`config.mk`:
```
export PLATFORM = sky130hd
export DESIGN_NAME = priority_encoder_8_to_3_flat
export DESIGN_NICKNAME = d
export VERILOG_FILES = /design/src/rtl/priority_encoder_8_to_3_if.sv /design/src/rtl/priority_encoder_8_to_3.sv /design/src/flat_wrapper.sv
export SDC_FILE = /design/constraint.sdc
export NUM_CORES = 1
export LEC_CHECK = 0
export BUFFER_PORTS_ARGS = -buffer_cell sky130_fd_sc_hd__clkbuf_2
export CORE_AREA = 2 2 39 41
export CTS_CLUSTER_SIZE = 25
export DETAILED_ROUTE_END_ITERATION = 7
export DIE_AREA = 0 0 41 43
export MAX_ROUTING_LAYER = met4
export PLACE_DENSITY = 0.7
export SLEW_MARGIN = 20
export SYNTH_ARGS = -nofsm -noshare
export SYNTH_HDL_FRONTEND = slang
export SYNTH_SLANG_ARGS = --single-unit
export TNS_END_PERCENT = 10
```
`constraint.sdc`:
```
create_clock -name clk -period 2.3 [get_ports clk]
set_input_delay 0.23 -clock clk [delete_from_list [all_inputs] [get_ports clk]]
set_output_delay 0.23 -clock clk [all_outputs]
set_load 0.1 [all_outputs]
```
`src/rtl/priority_encoder_8_to_3_if.sv`:
```
// Request-vector in / index-beat out handshake bundle for priority_encoder_8_to_3.
// The encoder is the slave; the producer of vectors and consumer of beats is the master.
interface priority_encoder_8_to_3_if #(
  parameter int OUT_BIT = 3,
  parameter int INP_BIT = 2 ** OUT_BIT
);
  logic [INP_BIT-1:0] inp;
  logic               in_valid;
  logic               in_ready;
  logic [OUT_BIT-1:0] out;
  logic               out_valid;
  logic               out_ready;
  logic               last;

  modport master (
    output inp,
    output in_valid,
    input  in_ready,
    input  out,
    input  out_valid,
    output out_ready,
    input  last
  );

  modport slave (
    input  inp,
    input  in_valid,
    output in_ready,
    output out,
    output out_valid,
    input  out_ready,
    output last
  );
endinterface

```
`src/rtl/priority_encoder_8_to_3.sv`:
```
// Captures a request vector and streams out the index of every set bit, lowest first,
// one beat per out handshake, flagging the final beat with last.
module priority_encoder_8_to_3 #(
  parameter int OUT_BIT = 3,
  parameter int INP_BIT = 2 ** OUT_BIT
) (
  input logic                     clk,
  input logic                     rst_n,
  priority_encoder_8_to_3_if.slave bus
);

  localparam logic IDLE = 1'b0;
  localparam logic EMIT = 1'b1;

  logic               state;
  logic [INP_BIT-1:0] pending;
  logic [INP_BIT-1:0] pending_cleared;
  logic [OUT_BIT-1:0] low_idx;
  logic               single_bit;
  logic               emitting;

  // Clearing the lowest set bit is exactly "drop the beat just presented".
  assign pending_cleared = pending & (pending - INP_BIT'(1));
  assign single_bit      = (pending != '0) && (pending_cleared == '0);
  assign emitting        = (state == EMIT);

  always_comb begin
    // NOTE: default first, so every path assigns low_idx and no latch is inferred.
    low_idx = '0;
    for (int i = INP_BIT - 1; i >= 0; i--) begin
      if (pending[i]) low_idx = OUT_BIT'(i);
    end
  end

  assign bus.in_ready  = ~emitting;
  assign bus.out_valid = emitting;
  assign bus.out       = emitting ? low_idx : '0;
  assign bus.last      = emitting & single_bit;

  // NOTE: non-blocking assignments so state and pending both see pre-edge values.
  always_ff @(posedge clk or negedge rst_n) begin
    if (!rst_n) begin
      state   <= IDLE;
      pending <= '0;
    end else begin
      case (state)
        IDLE: begin
          // All-zero vectors are accepted and dropped: no beat to emit.
          if (bus.in_valid && (bus.inp != '0)) begin
            pending <= bus.inp;
            state   <= EMIT;
          end
        end
        EMIT: begin
          if (bus.out_ready) begin
            pending <= pending_cleared;
            if (single_bit) state <= IDLE;
          end
        end
        default: begin
          state   <= IDLE;
          pending <= '0;
        end
      endcase
    end
  end

endmodule

```
`src/flat_wrapper.sv`:
```
// flat-port wrapper written by rule: the top's interface ports become plain ports
module priority_encoder_8_to_3_flat 
#(
  parameter int OUT_BIT = 3,
  parameter int INP_BIT = 2 ** OUT_BIT
)
  (clk, rst_n, bus_inp, bus_in_valid, bus_in_ready, bus_out, bus_out_valid, bus_out_ready, bus_last);
  priority_encoder_8_to_3_if #(.OUT_BIT(OUT_BIT), .INP_BIT(INP_BIT)) bus_i ();
  input logic clk;
  input logic rst_n;
  input wire logic [$bits(bus_i.inp)-1:0] bus_inp;
  input wire logic [$bits(bus_i.in_valid)-1:0] bus_in_valid;
  output wire logic [$bits(bus_i.in_ready)-1:0] bus_in_ready;
  output wire logic [$bits(bus_i.out)-1:0] bus_out;
  output wire logic [$bits(bus_i.out_valid)-1:0] bus_out_valid;
  input wire logic [$bits(bus_i.out_ready)-1:0] bus_out_ready;
  output wire logic [$bits(bus_i.last)-1:0] bus_last;
  assign bus_i.inp = bus_inp;
  assign bus_i.in_valid = bus_in_valid;
  assign bus_in_ready = bus_i.in_ready;
  assign bus_out = bus_i.out;
  assign bus_out_valid = bus_i.out_valid;
  assign bus_i.out_ready = bus_out_ready;
  assign bus_last = bus_i.last;
  priority_encoder_8_to_3 #(.OUT_BIT(OUT_BIT), .INP_BIT(INP_BIT)) u_core (.clk(clk), .rst_n(rst_n), .bus(bus_i));
endmodule
```
==> Word level (Yosys, flattened, before mapping) <==
Index checks and enable logic that the tools add are counted.
Widths: inputs -> output; s select.
{ "word_totals": {"in_bits": 12, "reg_bits": 9, "output_inout_bits": 6, "word_cells": 30} }
{ "op_classes": {"add_sub_neg": 1, "mux": 16, "n_eq_ne": 2, "bitwise_logic": 3, "reduce_logical": 6} }
{ "ops": {"columns": ["op", "n"], "rows": [
  ["$mux 3", 9],
  ["$mux 8", 2],
  ["$pmux 8 s2", 1],
  ["$reduce_bool 8->1", 2],
  ["$and 8x8->8", 1],
  ["$logic_not 8->1", 1],
  ["$sub 8x1->8 const B", 1],
  ["$mux 1", 3],
  ["$logic_and 1x1->1", 2],
  ["$ne 2x1->1 const B", 1],
  ["$ne 2x2->1 const B", 1],
  ["$pmux 1 s2", 1],
  ["$reduce_and 2->1", 1],
  ["$and 1x1->1", 1],
  ["$not 1->1", 1]
]} }

==> Longest topological paths before layout <==
{ "logic_depth": {"depth_word": 9, "ltp_mapped": 6, "ltp_nobuf": 4} }

==> Worst setup path before layout <==
Ideal clock, no wire load.
{ "synth_timing": {"path_kind": "register to output", "startpoint": "register u_core.state, in the netlist u_core.bus.out_valid", "endpoint": "output bus_out[0]", "t_arrival_ns": 4.139, "path_slack_ns": -2.069, "path_buffers": 1, "required_time_ns": 2.070, "stages_incl_launch_ff": 4, "cell_sequence": "dfrtp_1 clkbuf_1 inv_1 a211oi_1"} }
{ "synth_via": {"elab_chain_len": 1} }
{ "synth_rtl": {"columns": ["element", "line_no", "text"], "rows": [
  ["start: declaration", "priority_encoder_8_to_3.sv:15", "logic state;"],
  ["start signal: assignment", "priority_encoder_8_to_3.sv:43", "state <= IDLE;"],
  ["start signal: assignment", "priority_encoder_8_to_3.sv:51", "state <= EMIT;"],
  ["start signal: assignment", "priority_encoder_8_to_3.sv:57", "if (single_bit) state <= IDLE;"],
  ["$mux 3", "priority_encoder_8_to_3.sv:37", "assign bus.out = emitting ? low_idx : '0;"],
  ["end: declaration", "flat_wrapper.sv:14", "output wire logic [$bits(bus_i.out)-1:0] bus_out;"]
]} }
Every way passes these cells.

==> Final worst setup path <==
{ "layout_timing": {"startpoint": "register u_core.pending[3]", "endpoint": "output bus_last"} }
{ "layout_via": {"elab_chain_len": 5, "word_cells_on_any_way": 6, "classes_between": "add/sub (1); bitwise (2); reduce/logical (3)"} }
{ "layout_rtl": {"columns": ["element", "line_no", "text"], "rows": [
  ["start: declaration", "priority_encoder_8_to_3.sv:16", "logic [INP_BIT-1:0] pending;"],
  ["start signal: assignment", "priority_encoder_8_to_3.sv:50", "pending <= bus.inp;"],
  ["start signal: assignment", "priority_encoder_8_to_3.sv:56", "pending <= pending_cleared;"],
  ["$sub 8x1->8", "priority_encoder_8_to_3.sv:23", "assign pending_cleared = pending & (pending - INP_BIT'(1));"],
  ["$and 8x8->8", "priority_encoder_8_to_3.sv:23", null],
  ["$logic_not 8->1", "priority_encoder_8_to_3.sv:24", "assign single_bit = (pending != '0) && (pending_cleared == '0);"],
  ["$logic_and 1x1->1 (*)", "priority_encoder_8_to_3.sv:24", null],
  ["$and 1x1->1 (*)", "priority_encoder_8_to_3.sv:38", "assign bus.last = emitting & single_bit;"],
  ["end: declaration", "flat_wrapper.sv:17", "output wire logic [$bits(bus_i.last)-1:0] bus_last;"]
]} }
Every way passes the cells marked *; elsewhere a longest branch is shown, timed or not.

==> impl_metrics.env <==
export IMPL_cp_end_kind="primary output"
export IMPL_reg2regPathDepth=5
export IMPL_holdPathEnd="u_core.pending[1]"
export IMPL_finalSetupViolations=0
export IMPL_crit_fanout=3
export IMPL_dieArea_sq_um=1763
export IMPL_syn2layout_area_growth_pct=49.89
export IMPL_postSynthAreaPerCell_sq_um=8.796
export IMPL_num_vias=673
export IMPL_ys_seq_area_share_pct=38.22
export IMPL_r2r_start="u_core.pending[3]"
export IMPL_tightest_slew_ps=544.4
export IMPL_r2r_end="u_core.pending[7]"
export IMPL_via_per_inst=6.349
export IMPL_routedWlPerCell_um=16.34
export IMPL_dp_cells=100
export IMPL_routed_wl_um=1732
export IMPL_status="finished, final reports clean"
export IMPL_cts_tree="built"
export IMPL_whs_path_depth=3
export IMPL_grt_pass1_wl_um=2787
export IMPL_drv_slew=0
export IMPL_hp_class="primary input to register"
export IMPL_crit_arrival_ps=2030
export IMPL_diodes=0
export IMPL_gp_congestion=0.8308
export IMPL_whs_ps=178.3
export IMPL_hp_start="bus_inp[1]"
export IMPL_layout_commonest_cell="clkbuf_2"
export IMPL_fmax_mhz=442.7
export IMPL_dieHeight_um=43
export IMPL_die_x_um=41
export IMPL_fin_crit_ps=2259
export IMPL_drt_iter0_drc=12
export IMPL_multi_input_area_sq_um=414.1
export IMPL_dpl_cell_area_sq_um=784.5
export IMPL_synth_cells=67
export IMPL_fin_area_sq_um=883.3
export IMPL_grt_pass1_vias=601
export IMPL_cts_buffer_depth=2
export IMPL_cp_start_kind="register"
export IMPL_slew_headroom_pct=63.86
export IMPL_grt_overflow_total=0
export IMPL_crit_required_ps=2070
export IMPL_syn_area_sq_um=589.3
export IMPL_ys_ff_latch=9
export IMPL_clockRootBuffer="clkbuf_4"
export IMPL_fin_cells=106
export IMPL_num_rows=14
export IMPL_clkTransAtPathRegs_ps=70
export IMPL_core_area_sq_um=1384
export IMPL_path_class="register to primary output"
export IMPL_fin_crit_sh_pct=98.22
export IMPL_synth_area_top_cells="dfrtp_1, a22o_1, o21ai_0"
export IMPL_cts_sinks=9
export IMPL_grt_max_degree=13
export IMPL_clock_skew_ps=8.694
export IMPL_antenna_found_initial=0
export IMPL_grtUsageTotal_pct=24.30
export IMPL_maxCapViolCount=0
export IMPL_dr_pass1_iters=4
export IMPL_utilization_pct=63.83
export IMPL_hold_viol_final=0
export IMPL_start_util_pct=42.59
export IMPL_post_dp_hpwl_um=1166
export IMPL_io_buffers=17
export IMPL_drtAntennaViolNets=0
export IMPL_seq_area_sq_um=230.2
export IMPL_ios=18
export IMPL_synth_nets=79
export IMPL_drive_gt1_share_pct=44.44
export IMPL_cts_buffers=3
export IMPL_yosys_area_top_type="dfrtp_1"
export IMPL_drc=0
export IMPL_synth_cell_type_count=32
export IMPL_yosys_warnings=0
export IMPL_r2r_slack_ps=500
export IMPL_htreeDepth=1
export IMPL_final_nets=103
export IMPL_synth_top_area_share_pct=38.22
export IMPL_clkLatencyLatePin_ps=270
export IMPL_layout_common_cells="clkbuf_2, buf_4, dfrtp_1, a22o_1, o21ai_0"
export IMPL_fill_cells=126
[area by class of cell]
class | count | share of cell area (%)
multi-input cells | 49 | 46.88
repair buffers | 25 | 20.11
inverters | 3 | 1.700
flip-flops and latches | 9 | 26.06
well taps | 16 | 2.266
clock buffers | 4 | 2.975
[cell usage after synthesis]
cell,instances
dfrtp_1,9
a22o_1,6
o21ai_0,6
clkbuf_1,5
nor2_1,4
inv_1,3
nand2_1,3
nor3_1,3
nor4_1,3
nand2b_1,2
o22ai_1,2
a2111o_1,1
a2111oi_0,1
a211oi_1,1
a21boi_1,1
a21oi_1,1
a22o_2,1
a2bb2oi_1,1
a31oi_1,1
and2_1,1
buf_2,1
maj3_1,1
nand3b_1,1
nor2b_1,1
o21bai_1,1
o22a_1,1
o2bb2ai_1,1
o311a_2,1
o31ai_1,1
o41ai_1,1
or3_1,1
or4_1,1
[state kept, by name (all words and copies together) (netlist names)]
name / count
u_core.bus.out_valid: 1
u_core.pending: 8
[per-stage QoR]
| step | setup TNS [ps] | worst slack (ps) |
|---|---|---|
| final | 0 | 40.97 |
| after global routing | -2.164 | -2.164 |
| after CTS | 0 | 30.48 |
| after detailed placement | 0 | 206.3 |
| after global placement | 0 | 254.9 |
| after floorplan | -475.8 | -253.9 |
[worst max path at each step]
stage,startpoint,endpoint,slack [ps],cells after the start
2_1_floorplan,u_core.bus.out_valid,bus_out[0],-250,3
3_3_place_gp,u_core.pending[1],bus_last,250,5
3_5_place_dp,u_core.pending[1],bus_last,210,5
4_1_cts,u_core.pending[3],bus_last,30,5
5_1_grt,u_core.pending[3],bus_last,-2,5
6_report,u_core.pending[3],bus_last,40,5
[timing repair]
| action | CTS | global route |
|---|---|---|
| resized for setup | 8 | 3 |
| hold buffers | 1 | 0 |
| pin swaps | 0 | 1 |
| setup endpoints to repair | 1 | 1 |
| endpoints found under the hold margin | 9 | 0 |
| setup buffers | 1 | 0 |
[per-layer routing]
| layer | GRT usage, % | share of wire [%] | vias up |
|---|---|---|---|
| li1 | - | - | 304 |
| met1 | 31.54 | 42 | 329 |
| met2 | 35.94 | 50 | 36 |
| met3 | 3.141 | 6.2 | 4 |
| met4 | 12.00 | 1.6 | 0 |
| met5 | - | 0 | - |
[critical path: stages, from the launching register on]
cell	delay (ps)
dfrtp_1	390
or4_4	570
or3_4	370
a31oi_4	210
nor2_4	60
buf_12	160
[cell families after synthesis]
family,share of synthesized area [%]
AO/OA/AOI/OAI,36.10
buffers and inverters,5.944
AND/OR/NAND/NOR,18.05
adder cells (fa/ha/maj),1.699
flip-flops,38.22
Power is left out: the tool's default activity adds up to more than one toggle a clock period on the data nets, which glitch-free logic cannot reach.
